$ cat src/rtl/wb_port_arbiter_pkg.sv
// Shared constants and FSM state type for the register-file write-port arbiter.
package wb_port_arbiter_pkg;

   localparam int DATA_W   = 16;
   localparam int ADDR_W   = 3;
   localparam int REG_ZERO = 0;

   typedef enum logic [1:0] {
      IDLE  = 2'd0,
      WAIT  = 2'd1,
      FORCE = 2'd2
   } arb_state_t;

endpackage

$ cat src/rtl/wb_scoreboard.sv
// Pending-write bit per register for outstanding MDU operations.
// When set and clear hit the same index in one cycle, the set wins.
module wb_scoreboard #(
   parameter int ADDR_W = 3
) (
   input  logic                     clk,
   input  logic                     rst,
   input  logic                     set_en,
   input  logic [ADDR_W-1:0]        set_idx,
   input  logic                     clr_en,
   input  logic [ADDR_W-1:0]        clr_idx,
   output logic [(1<<ADDR_W)-1:0]   busy
);

   localparam int NUM_REGS = 1 << ADDR_W;

   logic [NUM_REGS-1:0] set_mask;
   logic [NUM_REGS-1:0] clr_mask;

   always_comb begin
      set_mask = '0;
      clr_mask = '0;
      if (set_en) begin
         set_mask[set_idx] = 1'b1;
      end
      if (clr_en) begin
         clr_mask[clr_idx] = 1'b1;
      end
   end

   // The set mask is OR-ed in after the clear, so the set wins.
   always_ff @(posedge clk or posedge rst) begin
      if (rst) begin
         busy <= '0;
      end else begin
         busy <= (busy & ~clr_mask) | set_mask;
      end
   end

endmodule

$ cat src/rtl/wb_port_arbiter.sv
// Arbitrates the register-file write port between the pipeline writeback and the MDU.
// The MDU scoreboard is built only when WB_ARB_SCOREBOARD_EN is defined.
module wb_port_arbiter #(
   parameter int DATA_W     = wb_port_arbiter_pkg::DATA_W,
   parameter int ADDR_W     = wb_port_arbiter_pkg::ADDR_W,
   parameter int STARVE_MAX = 4
) (
   input  logic                     clk,
   input  logic                     rst,
   input  logic                     pl_wb_en,
   input  logic [ADDR_W-1:0]        pl_wb_dest,
   input  logic [DATA_W-1:0]        pl_wb_data,
   input  logic                     mdu_valid,
   output logic                     mdu_ready,
   input  logic [ADDR_W-1:0]        mdu_dest,
   input  logic [DATA_W-1:0]        mdu_data,
   input  logic                     mdu_issue,
   input  logic [ADDR_W-1:0]        mdu_issue_dest,
   output logic                     stall_req,
   output logic [(1<<ADDR_W)-1:0]   busy,
   output logic                     rf_we,
   output logic [ADDR_W-1:0]        rf_addr,
   output logic [DATA_W-1:0]        rf_data
);

   import wb_port_arbiter_pkg::*;

   localparam int              CNT_W   = $clog2(STARVE_MAX + 1);
   localparam logic [CNT_W-1:0] CNT_MAX = CNT_W'(STARVE_MAX);
   localparam logic [ADDR_W-1:0] ZERO_IDX = ADDR_W'(REG_ZERO);

   logic              grant_pl;
   logic              grant_mdu;
   logic              denied;
   logic [ADDR_W-1:0] win_dest;
   logic [DATA_W-1:0] win_data;

   arb_state_t        state;
   logic [CNT_W-1:0]  count;
   logic [CNT_W-1:0]  count_inc;

   // Pipeline always wins; the MDU only gets an otherwise idle port.
   always_comb begin
      grant_pl  = pl_wb_en;
      grant_mdu = !pl_wb_en && mdu_valid;
      denied    = pl_wb_en && mdu_valid;
      win_dest  = grant_pl ? pl_wb_dest : mdu_dest;
      win_data  = grant_pl ? pl_wb_data : mdu_data;
      count_inc = (count == CNT_MAX) ? CNT_MAX : count + CNT_W'(1);
   end

   assign mdu_ready = grant_mdu;

   // Register-0 writes still load address/data but never raise the enable.
   always_ff @(posedge clk or posedge rst) begin
      if (rst) begin
         rf_we   <= 1'b0;
         rf_addr <= '0;
         rf_data <= '0;
      end else if (grant_pl || grant_mdu) begin
         rf_we   <= (win_dest != ZERO_IDX);
         rf_addr <= win_dest;
         rf_data <= win_data;
      end else begin
         rf_we   <= 1'b0;
      end
   end

   // Starvation tracker: any cycle that is not a denied MDU request (grant or
   // an illegally dropped valid) returns to IDLE and releases the stall.
   always_ff @(posedge clk or posedge rst) begin
      if (rst) begin
         state     <= IDLE;
         count     <= '0;
         stall_req <= 1'b0;
      end else begin
         case (state)
            IDLE, WAIT: begin
               if (denied) begin
                  count <= count_inc;
                  if (count_inc == CNT_MAX) begin
                     state     <= FORCE;
                     stall_req <= 1'b1;
                  end else begin
                     state     <= WAIT;
                     stall_req <= 1'b0;
                  end
               end else begin
                  state     <= IDLE;
                  count     <= '0;
                  stall_req <= 1'b0;
               end
            end
            FORCE: begin
               if (!denied) begin
                  state     <= IDLE;
                  count     <= '0;
                  stall_req <= 1'b0;
               end
            end
            default: begin
               state     <= IDLE;
               count     <= '0;
               stall_req <= 1'b0;
            end
         endcase
      end
   end

`ifdef WB_ARB_SCOREBOARD_EN
   logic issue_set;

   assign issue_set = mdu_issue && (mdu_issue_dest != ZERO_IDX);

   wb_scoreboard #(
      .ADDR_W (ADDR_W)
   ) u_scoreboard (
      .clk     (clk),
      .rst     (rst),
      .set_en  (issue_set),
      .set_idx (mdu_issue_dest),
      .clr_en  (grant_mdu),
      .clr_idx (mdu_dest),
      .busy    (busy)
   );
`else
   // Without a scoreboard decode serialises MDU ops, so issue info is dropped.
   logic unused_issue;

   assign unused_issue = ^{mdu_issue, mdu_issue_dest};
   assign busy         = '0;
`endif

endmodule

$ cat config.mk
export PLATFORM = sky130hd
export DESIGN_NAME = wb_port_arbiter
export DESIGN_NICKNAME = d
export VERILOG_FILES = /design/src/rtl/wb_port_arbiter_pkg.sv /design/src/rtl/wb_scoreboard.sv /design/src/rtl/wb_port_arbiter.sv
export SDC_FILE = /design/constraint.sdc
export NUM_CORES = 1
export LEC_CHECK = 0
export ABC_AREA = 1
export CAP_MARGIN = 10
export CELL_PAD_IN_SITES_DETAIL_PLACEMENT = 2
export CELL_PAD_IN_SITES_GLOBAL_PLACEMENT = 2
export CORE_MARGIN = 4
export CORE_UTILIZATION = 20
export DETAILED_ROUTE_END_ITERATION = 10
export PLACE_DENSITY = 0.9
export SYNTH_ARGS = -nofsm -noshare
export SYNTH_HDL_FRONTEND = slang
export SYNTH_SLANG_ARGS = --single-unit
$ cat constraint.sdc
create_clock -name clk -period 2.5 [get_ports clk]
set_clock_uncertainty 0.15 [all_clocks]
set_input_delay 0.75 -clock clk [delete_from_list [all_inputs] [get_ports clk]]
set_output_delay 0.75 -clock clk [all_outputs]
set_load 0.1 [all_outputs]
; ---- Word-level counts from Yosys, hierarchy flattened
; Index checks and enable logic that the tools add are counted.
[totals]
register_bits = 26
in_bits = 46
wordCells = 34
[op_classes]
add_sub_neg = 1
eq_ne = 5
mux = 15
reduce_logical = 7
[ops]
columns = op, n
row1 = two-way mux 16 bit, 1
row2 = two-way mux 3 bit, 4
row3 = equality test 3 bit (second input constant), 2
row4 = two-way mux 2 bit, 3
row5 = case mux 3 bit (2 select lines), 1
row6 = two-way mux 1 bit, 4
row7 = case mux 2 bit (2 select lines), 1
row8 = adder 3 x 1 -> 3 bit (second input constant), 1
row9 = nonzero test 3 bit, 1
row10 = equality test 2 x 1 -> 1 bit (second input constant), 1
row11 = equality test 2 bit (second input constant), 1
row12 = logical AND 1 bit, 2
row13 = logical NOT 2 bit, 1
row14 = inequality test 2 bit (second input constant), 1
row15 = case mux 1 bit (2 select lines), 1
row16 = OR reduction 2 bit, 1
row17 = logical NOT 1 bit, 1
row18 = logical OR 1 bit, 1

; ---- Depth between registers and ports, before layout
[logic_depth]
word_depth = 6
mapped_depth = 6

; ---- Worst setup path after synthesis
; OpenSTA, ideal clock, no wires.
[synth_path]
kind = input to output
start = input port pl_wb_en
end = output port mdu_ready
arrival_ns = 1.413
t_required_ns = 1.600
slack_ns = 0.187
stages = 3
n_path_buf = 2
cell_sequence = buf_4 nor2_4 buf_4
[synth_via]
elab_chain_cells = 2
[synth_lines]
columns = item, line
row1 = "start, declared", wb_port_arbiter.sv:10  ; input logic pl_wb_en,
row2 = logical NOT 1 bit, wb_port_arbiter.sv:45  ; grant_mdu = !pl_wb_en && mdu_valid;
row3 = logical AND 1 bit, wb_port_arbiter.sv:45
row4 = "end, declared", wb_port_arbiter.sv:14  ; output logic mdu_ready,
; Every way passes these cells.

; ---- Worst setup path in the final report
; Ends and elaborated chain as after synthesis.

==> metrics.cfg <==
[min_path]
hold_path_depth = 2
holdCritPathClass = reg -> reg

[pwr]
power.leakage_nw = 0.918
ir_drop_mv = 0.208
p_comb_share_pct = 41.6
power.share.clock_pct = 20.4
power_switching_mw = 0.520
internal_power_mw = 0.677
power_density_nw_per_um2 = 626
p_sw_share_pct = 43.5
p_seq_share_pct = 38.0
finalPower_mw = 1.20

[final_layout]
fill_cells = 692
fin_area_sq_um = 1910
drive_above_1_share_pct = 16.2
areaGrowthSynthToFinish_pct = 56.9
diodes = 0
final_nets = 265

[clock_network]
cts_tree = done
clock_sinks = 25
postCtsHoldBufs = 0
clk_pin_slew_ns = 0.09
cts.htree.levels = 1
cts_root_buf = clkbuf_8
insertion_delay_ns = 0.26
clockBufferDepth = 2
post_cts_buffers = 0
cts_made_buffers = 3

[floorplan]
num_io_pins = 76
die_h_um = 86.1
die_w_um = 86.1
core_sq_um = 5920
initial_core_util_pct = 20.6
die_area_sq_um = 7410
rows = 28

[synthesis]
syn_avg_cell_area_sq_um = 8.12
synth_area_leaders = dfrtp_1, nand2_1, nand3_1, buf_4, inv_1
yosysTopAreaCell = dfrtp_1
ys_types = 16
synth_xor_area_share_pct = 0
synth-seq-area-share_pct = 51.3
synth_warnings = 0
synth-seq-cells = 25
synth_compound_area_share_pct = 3.70
syn-instance-count = 150
synth_mux_area_share_pct = 0
synthAdderAreaFrac_pct = 2.05
synth_top_family_by_area = simple AND/OR/NAND/NOR gates
netlist_area_sq_um = 1220
synthSimpleGateAreaFrac_pct = 31.0
netlist.area_leader.share_pct = 51.3

[sta]
min_period_ns = 2.43
fmax_mhz = 411
setup_viol = 0
period_share_pct = 97.3
grt_setup_unrepaired = no
drv_slew = 0
hold_viol = 0

[grt]
grt_pass1_wl_um = 6600
grt_max_degree = 26
antenna_found_initial = 0
grt_pass1_vias = 1353
gr-total-overflow = 0
grt.total_usage_pct = 11.2

[route]
vias = 1209
first_pass_iters = 4
postRouteAntennaNets = 0
route.detailed.drc = 0
vias_per_cell = 4.15
drt_iter0_markers = 15
routed_wl_um = 4100
wire_per_inst_um = 14.1

[flow_run]
drv_cap = 0

[setup_path]
worstSetupEndpointType = primary output
arrival_ns = 1.53
path_max_fanout = 2
r2r_cells = 5
crit_path_start_kind = input pin
required_ns = 1.60
path_class = in -> out

[place]
place_area_sq_um = 1870
hpwl_um = 3240
io_buffers = 63
globalplace.congestion = 0.703

[status]
outcome = completed

[power by group through the flow]
stage	logic, mW	registers (mW)	clock network, mW
finish	0.498	0.456	0.244
floorplan	0.133	0.690	0
global route	0.522	0.460	0.279
CTS	0.505	0.456	0.263
global placement	0.497	0.462	0
detailed placement	0.504	0.464	0
[flip-flops by register name, indices dropped and copies added (netlist names)]
| register | flops |
|---|---|
| state | 1 |
| count | 3 |
| rf_we | 1 |
| stall_req | 1 |
| rf_addr | 3 |
| rf_data | 16 |
[logic make-up (layout without fill, tap and decap cells)]
family	after synthesis	after routing
AO/OA/AOI/OAI	8	8
adder cells (fa/ha/maj)	2	2
AND/OR/NAND/NOR	90	90
other	1	8
buffers and inverters	24	83
flip-flops	25	25
[synth_stat cells]
cell type  count
nand2_1       66
dfrtp_1       25
nand3_1       20
buf_4         11
inv_1          9
o21ai_0        5
a21boi_0       2
buf_2          2
ha_1           2
nor2_2         2
a21oi_1        1
buf_6          1
conb_1         1
inv_2          1
nand4_1        1
nor2_4         1
[path summary, 6_finish.rpt]
check	slack, ns	from	end
min	0.34	rf_addr[2]$_DFFE_PP0P_	rf_addr[2]$_DFFE_PP0P_
max	0.07	pl_wb_en	mdu_ready
max in group asynchronous	1.26	rst	rf_data[6]$_DFFE_PP0P_
min reg2reg	0.34	rf_addr[2]$_DFFE_PP0P_	rf_addr[2]$_DFFE_PP0P_
max reg2reg	1.12	count[0]$_DFFE_PP0P_	state[0]$_DFFE_PP0P_
min in group asynchronous	0.68	rst	rf_addr[1]$_DFFE_PP0P_
[final cells by class]
type	count	area, sq um	area share [%]
Inverter	10	37.5	1.96
Multi-Input combinational cell	108	478	25.0
Timing Repair Buffer	69	632	33.0
Tap cell	75	93.8	4.91
Clock buffer	4	45.0	2.36
Sequential cell	25	626	32.7
[placed cells by master (no fill, tap or decap), drive strengths merged, types with 3 or more instances in the layout]
master and n:
nand2 66, clkdlybuf4s50 40, buf 28, dfrtp 25, nand3 20, inv 10, conb 8, o21ai 5
clkbuf 4, nor2 3
[worst max-delay path, stage by stage]
cell	delay (ns)
clkdlybuf4s50_1	0.46
nor2_4	0.14
buf_12	0.18
[per-stage QoR]
stage / hold slack (ns) / setup WS, ns / TNS (ns) / cells / utilization (%)
after global placement: 0.319 / -0.0354 / -0.0354 / 287 / 31.6
after CTS: 0.355 / 0.0263 / 0 / 291 / 32.3
after floorplan: 0.369 / 0.187 / 0 / 157 / -
final: 0.343 / 0.0667 / 0 / 291 / 32.3
after global routing: 0.380 / 0.0275 / 0 / 291 / 32.3
after detailed placement: 0.332 / -0.0447 / -0.0447 / 287 / 31.6
[layer usage]
| metal | track usage (%) | up-vias | part of all wire (%) |
|---|---|---|---|
| met5 | 0 | - | 0 |
| met4 | 2.16 | 0 | 0.37 |
| met3 | 2.21 | 2 | 7.2 |
| met2 | 19.6 | 40 | 50 |
| met1 | 14.2 | 586 | 43 |
| li1 | - | 581 | - |
[what timing repair did]
| action | 4_1_cts | 5_1_grt |
|---|---|---|
| gates cloned | 0 | 0 |
| pin swaps | 0 | 1 |
| endpoints found under the setup margin | 1 | 1 |
| gates resized for setup | 1 | 0 |
| endpoints found under the hold margin | 0 | 0 |
Note: power is estimated with default switching activity, not from simulation.
